===== src/rtl/float_to_signed_int_seq_if.sv =====
// Request/result bundle for the float-to-signed-int converter.
// The master drives operands; the slave (converter) returns the result and status.
interface float_to_signed_int_seq_if;
  logic        start;
  logic [31:0] FP_val;
  logic        busy;
  logic        done;
  logic [31:0] signed_int_val;
  logic        ovfl;
  logic        inexact;

  modport master (
    output start, FP_val,
    input  busy, done, signed_int_val, ovfl, inexact
  );

  modport slave (
    input  start, FP_val,
    output busy, done, signed_int_val, ovfl, inexact
  );
endinterface


===== src/rtl/float_to_signed_int_seq.sv =====
// IEEE-754 single to 32-bit signed integer, truncating toward zero, with
// saturation and an iterative mantissa aligner moving SHIFT_STEP bits per clock.
module float_to_signed_int_seq #(
  parameter int unsigned SHIFT_STEP = 1
) (
  input  logic                      clk,
  input  logic                      rst,
  float_to_signed_int_seq_if.slave  bus
);

  localparam int unsigned W     = 32;
  localparam int unsigned CNT_W = 5;
  localparam logic [W-1:0] INT_MAX = 32'h7FFF_FFFF;
  localparam logic [W-1:0] INT_MIN = 32'h8000_0000;

  typedef enum logic [1:0] {S_IDLE, S_ALIGN, S_FINISH} state_t;

  state_t           r_state, w_state_nxt;
  logic             r_sign, w_sign_nxt;
  logic             r_left, w_left_nxt;
  logic             r_special, w_special_nxt;
  logic [W-1:0]     r_spec_val, w_spec_val_nxt;
  logic [W-1:0]     r_mag, w_mag_nxt;
  logic [CNT_W-1:0] r_cnt, w_cnt_nxt;
  logic             r_ovf_wk, w_ovf_wk_nxt;
  logic             r_inx_wk, w_inx_wk_nxt;
  logic             r_busy, w_busy_nxt;
  logic             r_done, w_done_nxt;
  logic [W-1:0]     r_result, w_result_nxt;
  logic             r_ovfl, w_ovfl_nxt;
  logic             r_inexact, w_inexact_nxt;

  logic             w_in_sign;
  logic [7:0]       w_in_exp;
  logic [22:0]      w_in_frac;
  logic [CNT_W-1:0] w_step;
  logic [W-1:0]     w_drop_mask;

  assign w_in_sign = bus.FP_val[31];
  assign w_in_exp  = bus.FP_val[30:23];
  assign w_in_frac = bus.FP_val[22:0];

  // Bits moved this ALIGN cycle and the mask of bits a right shift discards
  assign w_step      = (r_cnt > CNT_W'(SHIFT_STEP)) ? CNT_W'(SHIFT_STEP) : r_cnt;
  assign w_drop_mask = (W'(1) << w_step) - W'(1);

  always_ff @(posedge clk or posedge rst) begin
    if (rst) begin
      r_state    <= S_IDLE;
      r_sign     <= 1'b0;
      r_left     <= 1'b0;
      r_special  <= 1'b0;
      r_spec_val <= '0;
      r_mag      <= '0;
      r_cnt      <= '0;
      r_ovf_wk   <= 1'b0;
      r_inx_wk   <= 1'b0;
      r_busy     <= 1'b0;
      r_done     <= 1'b0;
      r_result   <= '0;
      r_ovfl     <= 1'b0;
      r_inexact  <= 1'b0;
    end else begin
      r_state    <= w_state_nxt;
      r_sign     <= w_sign_nxt;
      r_left     <= w_left_nxt;
      r_special  <= w_special_nxt;
      r_spec_val <= w_spec_val_nxt;
      r_mag      <= w_mag_nxt;
      r_cnt      <= w_cnt_nxt;
      r_ovf_wk   <= w_ovf_wk_nxt;
      r_inx_wk   <= w_inx_wk_nxt;
      r_busy     <= w_busy_nxt;
      r_done     <= w_done_nxt;
      r_result   <= w_result_nxt;
      r_ovfl     <= w_ovfl_nxt;
      r_inexact  <= w_inexact_nxt;
    end
  end

  always_comb begin
    w_state_nxt    = r_state;
    w_sign_nxt     = r_sign;
    w_left_nxt     = r_left;
    w_special_nxt  = r_special;
    w_spec_val_nxt = r_spec_val;
    w_mag_nxt      = r_mag;
    w_cnt_nxt      = r_cnt;
    w_ovf_wk_nxt   = r_ovf_wk;
    w_inx_wk_nxt   = r_inx_wk;
    w_busy_nxt     = r_busy;
    w_done_nxt     = 1'b0;
    w_result_nxt   = r_result;
    w_ovfl_nxt     = r_ovfl;
    w_inexact_nxt  = r_inexact;

    case (r_state)
      S_IDLE: begin
        // The cycle carrying the done pulse never accepts a new request
        if (bus.start && !r_done) begin
          w_state_nxt    = S_ALIGN;
          w_busy_nxt     = 1'b1;
          w_sign_nxt     = w_in_sign;
          w_mag_nxt      = W'({1'b1, w_in_frac});
          w_ovf_wk_nxt   = 1'b0;
          w_inx_wk_nxt   = 1'b0;
          w_special_nxt  = 1'b0;
          w_spec_val_nxt = '0;
          w_cnt_nxt      = '0;
          w_left_nxt     = 1'b0;
          if (w_in_exp == 8'd255) begin
            w_special_nxt  = 1'b1;
            w_spec_val_nxt = (w_in_sign || (w_in_frac != '0)) ? INT_MIN : INT_MAX;
            w_ovf_wk_nxt   = 1'b1;
          end else if (w_in_exp >= 8'd158) begin
            w_special_nxt = 1'b1;
            if (w_in_sign && (w_in_exp == 8'd158) && (w_in_frac == '0)) begin
              w_spec_val_nxt = INT_MIN;
            end else begin
              w_spec_val_nxt = w_in_sign ? INT_MIN : INT_MAX;
              w_ovf_wk_nxt   = 1'b1;
            end
          end else if (w_in_exp < 8'd127) begin
            w_special_nxt  = 1'b1;
            w_spec_val_nxt = '0;
            w_inx_wk_nxt   = (w_in_exp != '0) || (w_in_frac != '0);
          end else if (w_in_exp <= 8'd150) begin
            w_cnt_nxt = CNT_W'(8'd150 - w_in_exp);
          end else begin
            w_cnt_nxt  = CNT_W'(w_in_exp - 8'd150);
            w_left_nxt = 1'b1;
          end
        end
      end

      S_ALIGN: begin
        if (r_cnt != '0) begin
          if (r_left) begin
            w_mag_nxt = r_mag << w_step;
          end else begin
            w_mag_nxt    = r_mag >> w_step;
            w_inx_wk_nxt = r_inx_wk | (|(r_mag & w_drop_mask));
          end
          w_cnt_nxt = r_cnt - w_step;
        end else begin
          w_state_nxt = S_FINISH;
        end
      end

      S_FINISH: begin
        w_result_nxt  = r_special ? r_spec_val : (r_sign ? (~r_mag + W'(1)) : r_mag);
        w_ovfl_nxt    = r_ovf_wk;
        w_inexact_nxt = r_inx_wk;
        w_done_nxt    = 1'b1;
        w_busy_nxt    = 1'b0;
        w_state_nxt   = S_IDLE;
      end

      default: begin
        w_state_nxt = S_IDLE;
        w_busy_nxt  = 1'b0;
      end
    endcase
  end

  assign bus.busy           = r_busy;
  assign bus.done           = r_done;
  assign bus.signed_int_val = r_result;
  assign bus.ovfl           = r_ovfl;
  assign bus.inexact        = r_inexact;

endmodule


===== src/flat_wrapper.sv =====
// flat-port wrapper written by rule: the top's interface ports become plain ports
module float_to_signed_int_seq_flat 
#(
  parameter int unsigned SHIFT_STEP = 1
)
  (clk, rst, bus_start, bus_FP_val, bus_busy, bus_done, bus_signed_int_val, bus_ovfl, bus_inexact);
  float_to_signed_int_seq_if bus_i ();
  input  logic clk;
  input  logic rst;
  input wire logic [$bits(bus_i.start)-1:0] bus_start;
  input wire logic [$bits(bus_i.FP_val)-1:0] bus_FP_val;
  output wire logic [$bits(bus_i.busy)-1:0] bus_busy;
  output wire logic [$bits(bus_i.done)-1:0] bus_done;
  output wire logic [$bits(bus_i.signed_int_val)-1:0] bus_signed_int_val;
  output wire logic [$bits(bus_i.ovfl)-1:0] bus_ovfl;
  output wire logic [$bits(bus_i.inexact)-1:0] bus_inexact;
  assign bus_i.start = bus_start;
  assign bus_i.FP_val = bus_FP_val;
  assign bus_busy = bus_i.busy;
  assign bus_done = bus_i.done;
  assign bus_signed_int_val = bus_i.signed_int_val;
  assign bus_ovfl = bus_i.ovfl;
  assign bus_inexact = bus_i.inexact;
  float_to_signed_int_seq #(.SHIFT_STEP(SHIFT_STEP)) u_core (.clk(clk), .rst(rst), .bus(bus_i));
endmodule

===== config.mk =====
export PLATFORM = sky130hd
export DESIGN_NAME = float_to_signed_int_seq_flat
export DESIGN_NICKNAME = d
export VERILOG_FILES = /design/src/rtl/float_to_signed_int_seq_if.sv /design/src/rtl/float_to_signed_int_seq.sv /design/src/flat_wrapper.sv
export SDC_FILE = /design/constraint.sdc
export NUM_CORES = 1
export LEC_CHECK = 0
export BUFFER_PORTS_ARGS = -buffer_cell sky130_fd_sc_hd__buf_2
export CORE_MARGIN = 2
export CORE_UTILIZATION = 35
export CTS_CLUSTER_SIZE = 24
export DETAILED_ROUTE_END_ITERATION = 8
export PLACE_DENSITY = 0.52
export SYNTH_ARGS = -nofsm -noshare
export SYNTH_HDL_FRONTEND = slang
export SYNTH_SLANG_ARGS = --single-unit

===== constraint.sdc =====
create_clock -name clk -period 5.44 [get_ports clk]
set_clock_uncertainty 0.2 [all_clocks]
set_input_delay 0.272 -clock clk [delete_from_list [all_inputs] [get_ports clk]]
set_output_delay 0.272 -clock clk [all_outputs]
set_load 0.01 [all_outputs]

==> results.ini, run 1 <==
[placed_design]
dp_hpwl_mm=10.3
routabilityCongestion=0.824
numPortBuffers=70

[grt]
grt_max_degree=56
overflow=0
gr-usage-all-layers_pct=19.6
grt_pass1_vias=4078
antenna_found_initial=0
grt_first_pass_wirelength_mm=22.8

[cells_and_area]
final_cell_mix=dfrtp_1, buf_2, nand2_1, o21ai_0, mux2i_1
diodes=0
layout_commonest_cell=dfrtp_1
synthToLayoutAreaGrowth_pct=15.2
nFillCells=1450
regArea_sq_um=2050
multi_input_area_sq_um=2740
layout-drive-gt1-share_pct=21.5
nets=638

[sta]
rsz0062_at_grt=no
fmax_mhz=353
slew_headroom_pct=26.7
worst_pin_slew_ns=1.10
tns_ns=0
setup_violations=0
hold_viol_final=0
layout_min_cycle_time_ns=2.84
period_share_pct=52.1
drv_slew=0

[route]
wirelength_mm=14.6
drcViolationCount=0
dr.pass1.iters=5
vias=4439
wire_per_inst_um=18.7
drtIter0Drc=343
via_per_inst=5.70
ant_nets=0

[floorplan]
placementRows=43
ioPinCount=71
initial_core_util_pct=36.0
die_y_um=124
die_area_sq_um=15400
die_w_um=124
design.core.area_sq_um=14000

[logic_synthesis]
synth_edf_count=0
netlist_area_sq_um=5030
ys_seq_elements=82
syn_nets=595
synth_area_per_cell_sq_um=9.14
synth_cells=551
yosysWarnings=0
synth-seq-area-share_pct=40.8
postSynth.asyncResetShare_pct=100
yosys_most_used_dff=dfrtp_1
ys_types=59

[clocking]
clock-sinks=82
path_clk_slew_ns=0.06
ctsLongestPathBuffers=2
clkLatencyLatePin_ns=0.34
cts_root_buf=clkbuf_16
cts_tree=built
numCtsBuffers=9
htreeDepth=3

[min_path]
min_to=u_core.r_mag[7]$_DFFE_PP0P_
hold_path_class=in -> reg
hp-start=bus_FP_val[7]
worstHoldPathCells=2

[setup_path]
required_ns=5.47
cp_top_family=simple AND/OR/NAND/NOR gates
critical-path-slowest-cell=clkinv_1
crit_path_end_kind=register
cpPeakStageDelay_ns=0.69
worst_r2r_path_depth=5
crit_chain=nor3_1 > a21oi_1 > nor2_1 > clkinv_1 > o221a_2
setup.worst_path.class=reg -> reg
worstPathMaxFanout=26
crit_buf_inv=1
r2r-start=u_core.r_cnt[2]$_DFFE_PP0P_
r2r_slack_ns=2.60
start_kind=register
crit_arrival_ns=2.87
rr_endpoint=u_core.r_mag[18]$_DFFE_PP0P_

[power]
leakagePower_uw=0.00241
power_density_nw_per_um2=600
power_uw=3480
vdd_ir_drop_max_v=0.000240

[run]
maxCapViolCount=0

[outcome]
status=finished clean

-- cells by family after synthesis --
family,count (synthesis),synth area share (%)
XOR/XNOR,21,3.65
multiplexers,37,7.41
buffers and inverters,63,5.00
AO/OA/AOI/OAI,163,23.1
flip-flops,82,40.8
adder cells (fa/ha/maj),9,2.24
AND/OR/NAND/NOR,176,17.9
-- flip-flops by register name, indices dropped and copies added (netlist names), 2 cells and up --
name	flops
u_core.bus.signed_int_val	32
u_core.r_cnt	5
u_core.r_mag	32
u_core.r_state	2
u_core.r_spec_val	2
-- worst reg2reg max path: stages (launching register included) --
cell      delay (ns)
dfrtp_1         0.43
nor3_1          0.45
a21oi_1         0.16
nor2_1          0.28
clkinv_1        0.69
o221a_2         0.51
-- cell usage after synthesis, types with 5 or more instances --
library cell  count  area share [%]
a211oi_1          5            0.75
a21o_1            5            0.75
a21oi_1          23             2.3
clkbuf_1         41             3.1
dfrtp_1          82              41
ha_1              9             2.2
inv_1            14             1.0
mux2i_1          35             7.0
nand2_1          60             4.5
nand2b_1          9             1.1
nand3_1          16             1.6
nand4_1           6            0.75
nor2_1           27             2.0
nor3_1            9            0.89
nor4_1           15             1.9
o211ai_1          7             1.0
o21ai_0          59             5.9
o221a_2          20             4.5
o31ai_1           8             1.2
o41ai_1           7             1.2
o41ai_2           5             1.6
or3_1             6            0.75
xnor2_1           9             1.6
xor2_1           12             2.1
-- how the worst max path moves through the flow --
stage	startpoint	end	cells after the start
6_report	u_core.r_cnt[2]$_DFFE_PP0P_	u_core.r_mag[18]$_DFFE_PP0P_	5
5_1_grt	u_core.r_cnt[2]$_DFFE_PP0P_	u_core.r_cnt[2]$_DFFE_PP0P_	6
4_1_cts	u_core.r_mag[2]$_DFFE_PP0P_	u_core.bus.signed_int_val[15]$_DFFE_PP0P_	5
3_5_place_dp	u_core.r_mag[2]$_DFFE_PP0P_	u_core.bus.signed_int_val[15]$_DFFE_PP0P_	5
3_3_place_gp	u_core.r_mag[2]$_DFFE_PP0P_	u_core.bus.signed_int_val[15]$_DFFE_PP0P_	5
2_1_floorplan	rst	u_core.bus.busy$_DFFE_PP0P_	1
-- power breakdown --
part           total, uW  leakage (uW)  switching, uW  internal [uW]
combinational       1580       0.00127            891            691
sequential          1280      0.000995            401            875
clock                620      0.000147            239            381
total               3480       0.00241           1530           1950
-- metal layers --
layer	share of wire, %	global-route usage [%]
met1	49	28.3
met2	45	30.0
met3	4.2	3.85
met4	1.1	5.41
met5	0	0
-- per-stage QoR --
stage	area, sq um	worst slack (ns)	hold WS [ns]	util (%)	cells
floorplan	5030	2.86	0.189	-	551
global placement	5480	2.71	0.110	39.2	761
detailed placement	5480	2.63	0.111	39.2	761
CTS	5800	2.62	0.0144	41.4	779
global route	5800	2.33	0.0242	41.4	779
finish	5800	2.60	0.0273	41.4	779
-- layout make-up --
class,instances,area share (%)
Inverter,16,1.06
Sequential cell,82,35.4
Clock buffer,14,4.55
Tap cell,180,3.89
Timing Repair Buffer,79,7.30
Multi-Input combinational cell,406,47.2
Clock inverter,2,0.604
-- what timing repair did --
item / in CTS / in global routing
hold buffers: 2 / 0
buffers inserted: 0 / 0
gates resized for setup: 0 / 0
endpoints found under the setup margin: 0 / 0
endpoints found under the hold margin: 28 / 0
No activity file was read; power rests on OpenSTA's default activity.
==> inputs of run 2 (changes only) <==
--- a/config.mk
+++ b/config.mk
@@ -5,6 +5,7 @@
 export SDC_FILE = /design/constraint.sdc
 export NUM_CORES = 1
 export LEC_CHECK = 0
+export ABC_AREA = 1
 export BUFFER_PORTS_ARGS = -buffer_cell sky130_fd_sc_hd__buf_2
 export CORE_MARGIN = 2
 export CORE_UTILIZATION = 35
==> constraint.sdc (replaced) <==
create_clock -name clk -period 2.7 [get_ports clk]
set_clock_uncertainty 0.2 [all_clocks]
set_input_delay 0.135 -clock clk [delete_from_list [all_inputs] [get_ports clk]]
set_output_delay 0.135 -clock clk [all_outputs]
set_load 0.01 [all_outputs]
==> run 2 against run 1 <==
Effect of this change: worst hold slack lost 0.025 ns; critical path depth is 1 higher; cell area grew 11%.
==> results.ini, run 2 <==
[logic_synthesis]
yosysMostFrequentCell=nand2_1  ; was dfrtp_1
synth_cells=762  ; was 551
synth_common_cells=nand2_1, nor2_1, dfrtp_1, nand3_1, inv_1  ; was dfrtp_1, nand2_1, o21ai_0, clkbuf_1, mux2i_1
synth_edf_count=0  ; unchanged
yosysWarnings=0  ; unchanged
synth_area_per_cell_sq_um=7.20  ; was 9.14 sq um
synth-seq-area-share_pct=37.4  ; was 40.8%
synthTopCellsByArea=dfrtp_1, nand2_1, nor2_1, nand3_1, a21oi_1  ; was dfrtp_1, mux2i_1, o21ai_0, nand2_1, o221a_2
syn_nets=806  ; was 595
ys_types=39  ; was 59
postSynth.asyncResetShare_pct=100  ; unchanged
yosys_most_used_dff=dfrtp_1  ; unchanged
yosys.area.top_type=dfrtp_1  ; unchanged
synth_top_area_share_pct=37.4  ; was 40.8%
netlist_area_sq_um=5490  ; was 5030 sq um
ys_seq_elements=82  ; unchanged

[sta]
rsz0062_at_grt=no  ; unchanged
tns_ns=0  ; unchanged
worst_pin_slew_ns=0.699  ; was 1.10 ns
hold_viol_final=0  ; unchanged
setup_violations=0  ; unchanged
drv_slew=0  ; unchanged
slew_headroom_pct=53.4  ; was 26.7%
layout_min_cycle_time_ns=2.41  ; was 2.84 ns
period_share_pct=89.3  ; was 52.1%
fmax_mhz=415  ; was 353 MHz

[route]
wirelength_mm=17.9  ; was 14.6 mm
vias=5483  ; was 4,439
drcViolationCount=0  ; unchanged
ant_nets=0  ; unchanged
dr.pass1.iters=6  ; was 5
drtIter0Drc=536  ; was 343
wire_per_inst_um=17.0  ; was 18.7 um
via_per_inst=5.20  ; was 5.70

[power]
vdd_ir_drop_max_v=0.000499  ; was 0.000240 V
p_comb_share_pct=51.6  ; was 45.5%
leakagePower_uw=0.00300  ; was 0.00241 uW
power_density_nw_per_um2=1180  ; was 600 nW/um^2
p_sw_share_pct=49.0  ; was 44.0%
seq_power_share_pct=31.3  ; was 36.7%
clkPwrFrac_pct=17.1  ; was 17.8%
intPower_uw=3890  ; was 1950 uW
switchingPower_uw=3740  ; was 1530 uW

[grt]
grtUsageMet3_pct=3.01  ; was 3.85%
overflow=0  ; unchanged
grt_util_met1_pct=30.7  ; was 28.3%
grt_first_pass_wirelength_mm=29.0  ; was 22.8 mm
gr-usage-all-layers_pct=22.6  ; was 19.6%
busiest_layer=met2  ; unchanged
grt_pass1_vias=5407  ; was 4,078
antenna_found_initial=0  ; unchanged
use_met2_pct=36.3  ; was 30.0%
grt_max_degree=47  ; was 56

[floorplan]
design.core.area_sq_um=15300  ; was 14,000 sq um
die_y_um=129  ; was 124 um
ioPinCount=71  ; unchanged
placementRows=45  ; was 43
initial_core_util_pct=36.0  ; about the same
die_area_sq_um=16700  ; was 15,400 sq um
die_w_um=129  ; was 124 um

[cells_and_area]
synthToLayoutAreaGrowth_pct=17.7  ; was 15.2%
finish.cell_count_without_fillers=1055  ; was 779
layout_commonest_cell=nand2_1  ; was dfrtp_1
utilization_pct=42.3  ; was 41.4%
diodes=0  ; unchanged
nets=883  ; was 638
layout-drive-gt1-share_pct=17.4  ; was 21.5%
nFillCells=1619  ; was 1,450
final_cell_mix=nand2_1, nor2_1, dfrtp_1, nand3_1, buf_2  ; was dfrtp_1, buf_2, nand2_1, o21ai_0, mux2i_1

[clocking]
cts_hold_buf=21  ; was 2
numCtsBuffers=9  ; unchanged
clkLatencyLatePin_ns=0.35  ; was 0.34 ns
clock-sinks=82  ; unchanged
cts_resized=0  ; unchanged
post_cts_buffers=0  ; unchanged
cts_tree=built  ; unchanged
cts_root_buf=clkbuf_16  ; unchanged
path_clk_slew_ns=0.07  ; was 0.06 ns
htreeDepth=3  ; unchanged
ctsLongestPathBuffers=2  ; unchanged

[placed_design]
routabilityCongestion=0.928  ; was 0.824
numPortBuffers=70  ; unchanged
place_inst=1018  ; was 761
dp_hpwl_mm=13.2  ; was 10.3 mm

[setup_path]
crit_arrival_ns=2.43  ; was 2.87 ns
required_ns=2.72  ; was 5.47 ns
start_kind=register  ; unchanged
crit_buf_inv=2  ; was 1
crit_chain=nor2_8 > inv_2 > nor2_2 > inv_1 > o221ai_1 > a21oi_1  ; was nor3_1 > a21oi_1 > nor2_1 > clkinv_1 > o221a_2
cp_top_family=simple AND/OR/NAND/NOR gates  ; unchanged
setup.worst_path.class=reg -> reg  ; unchanged
worstPathMaxFanout=26  ; unchanged
cpPeakStageDelay_ns=0.46  ; was 0.69 ns
critical-path-slowest-cell=dfrtp_1  ; was clkinv_1
crit_path_end_kind=register  ; unchanged

[min_path]
hold_path_class=in -> reg  ; unchanged

[run]
maxCapViolCount=0  ; unchanged

[outcome]
status=finished clean  ; unchanged

[run 2: cell count changes in the layout (fill, tap and decap cells not counted), moves of 12 or more]
cell,delta
nand2_1,+99
o221ai_1,+16
nor2_1,+89
o221a_2,-20
a21oi_1,+36
nand3_1,+61
nor2_2,+12
mux2i_1,-35
nor4_1,-14
o21ai_0,-24
inv_1,+50
dlygate4sd3_1,+19
[run 2: cell families (layout without fill, tap and decap cells)]
kind of cell	Yosys count	after routing	synth area share, %
xor gates and xnor gates	6	6	0.958
and+or+nand+nor	406	406	33.2
DFF	82	82	37.4
buffers and inverters	106	188	9.44
AOI/OAI and AO/OA	153	153	17.0
adders and majority gates	9	9	2.05
[run 2: final timing paths]
path / from / end / slack [ns] / cells after the start
min reg2reg: u_core.r_ovf_wk$_DFFE_PP0P_ / u_core.bus.ovfl$_DFFE_PP0P_ / 0.28 / 2
max reg2reg: u_core.r_state[1]$_DFFE_PP0P_ / u_core.r_mag[8]$_DFFE_PP0P_ / 0.29 / 6
min: bus_FP_val[21] / u_core.r_mag[21]$_DFFE_PP0P_ / 0.003 / 3
max in group asynchronous: rst / u_core.r_mag[11]$_DFFE_PP0P_ / 1.39 / 4
min in group asynchronous: rst / u_core.bus.signed_int_val[27]$_DFFE_PP0P_ / 0.21 / 3
max: u_core.r_state[1]$_DFFE_PP0P_ / u_core.r_mag[8]$_DFFE_PP0P_ / 0.29 / 6
[run 2: metrics by stage]
stage	instance area (sq um)	setup slack (ns)	power [uW]	hold WS, ns
after floorplan	5490	0.257	5150	0.0840
after global placement	5940	0.326	6230	0.0596
after detailed placement	5940	0.351	6260	0.0566
after global routing	6460	0.141	8300	0.00175
final	6460	0.290	7620	0.00259
after CTS	6460	0.335	7630	0.00159
[run 2: power by group through the flow]
stage / logic [uW] / registers (uW) / clock network (uW)
CTS: 3900 / 2380 / 1340
global route: 4440 / 2470 / 1400
finish: 3930 / 2390 / 1310
detailed placement: 3860 / 2400 / 0
global placement: 3840 / 2390 / 0
floorplan: 2810 / 2330 / 0
[run 2: tightest hold or removal path: cells and delay by family]
family	cells	cell delay [ns]
buf+inv	1	0.09
compound gates	2	0.26
[run 2: area by class of cell]
class | count | area [sq um] | area share (%)
Timing Repair Buffer | 101 | 648 | 10.0
Multi-Input combinational cell | 574 | 2920 | 45.2
Tap cell | 211 | 264 | 4.09
Clock buffer | 9 | 225 | 3.49
Clock inverter | 7 | 83.8 | 1.30
Sequential cell | 82 | 2050 | 31.8
Inverter | 71 | 268 | 4.15
[run 2: per-layer routing]
layer	wire length [um]	vias to the layer above
met1	8240	2559
met4	512	0
met3	890	31
li1	-	2697
met2	8250	196
met5	0	-
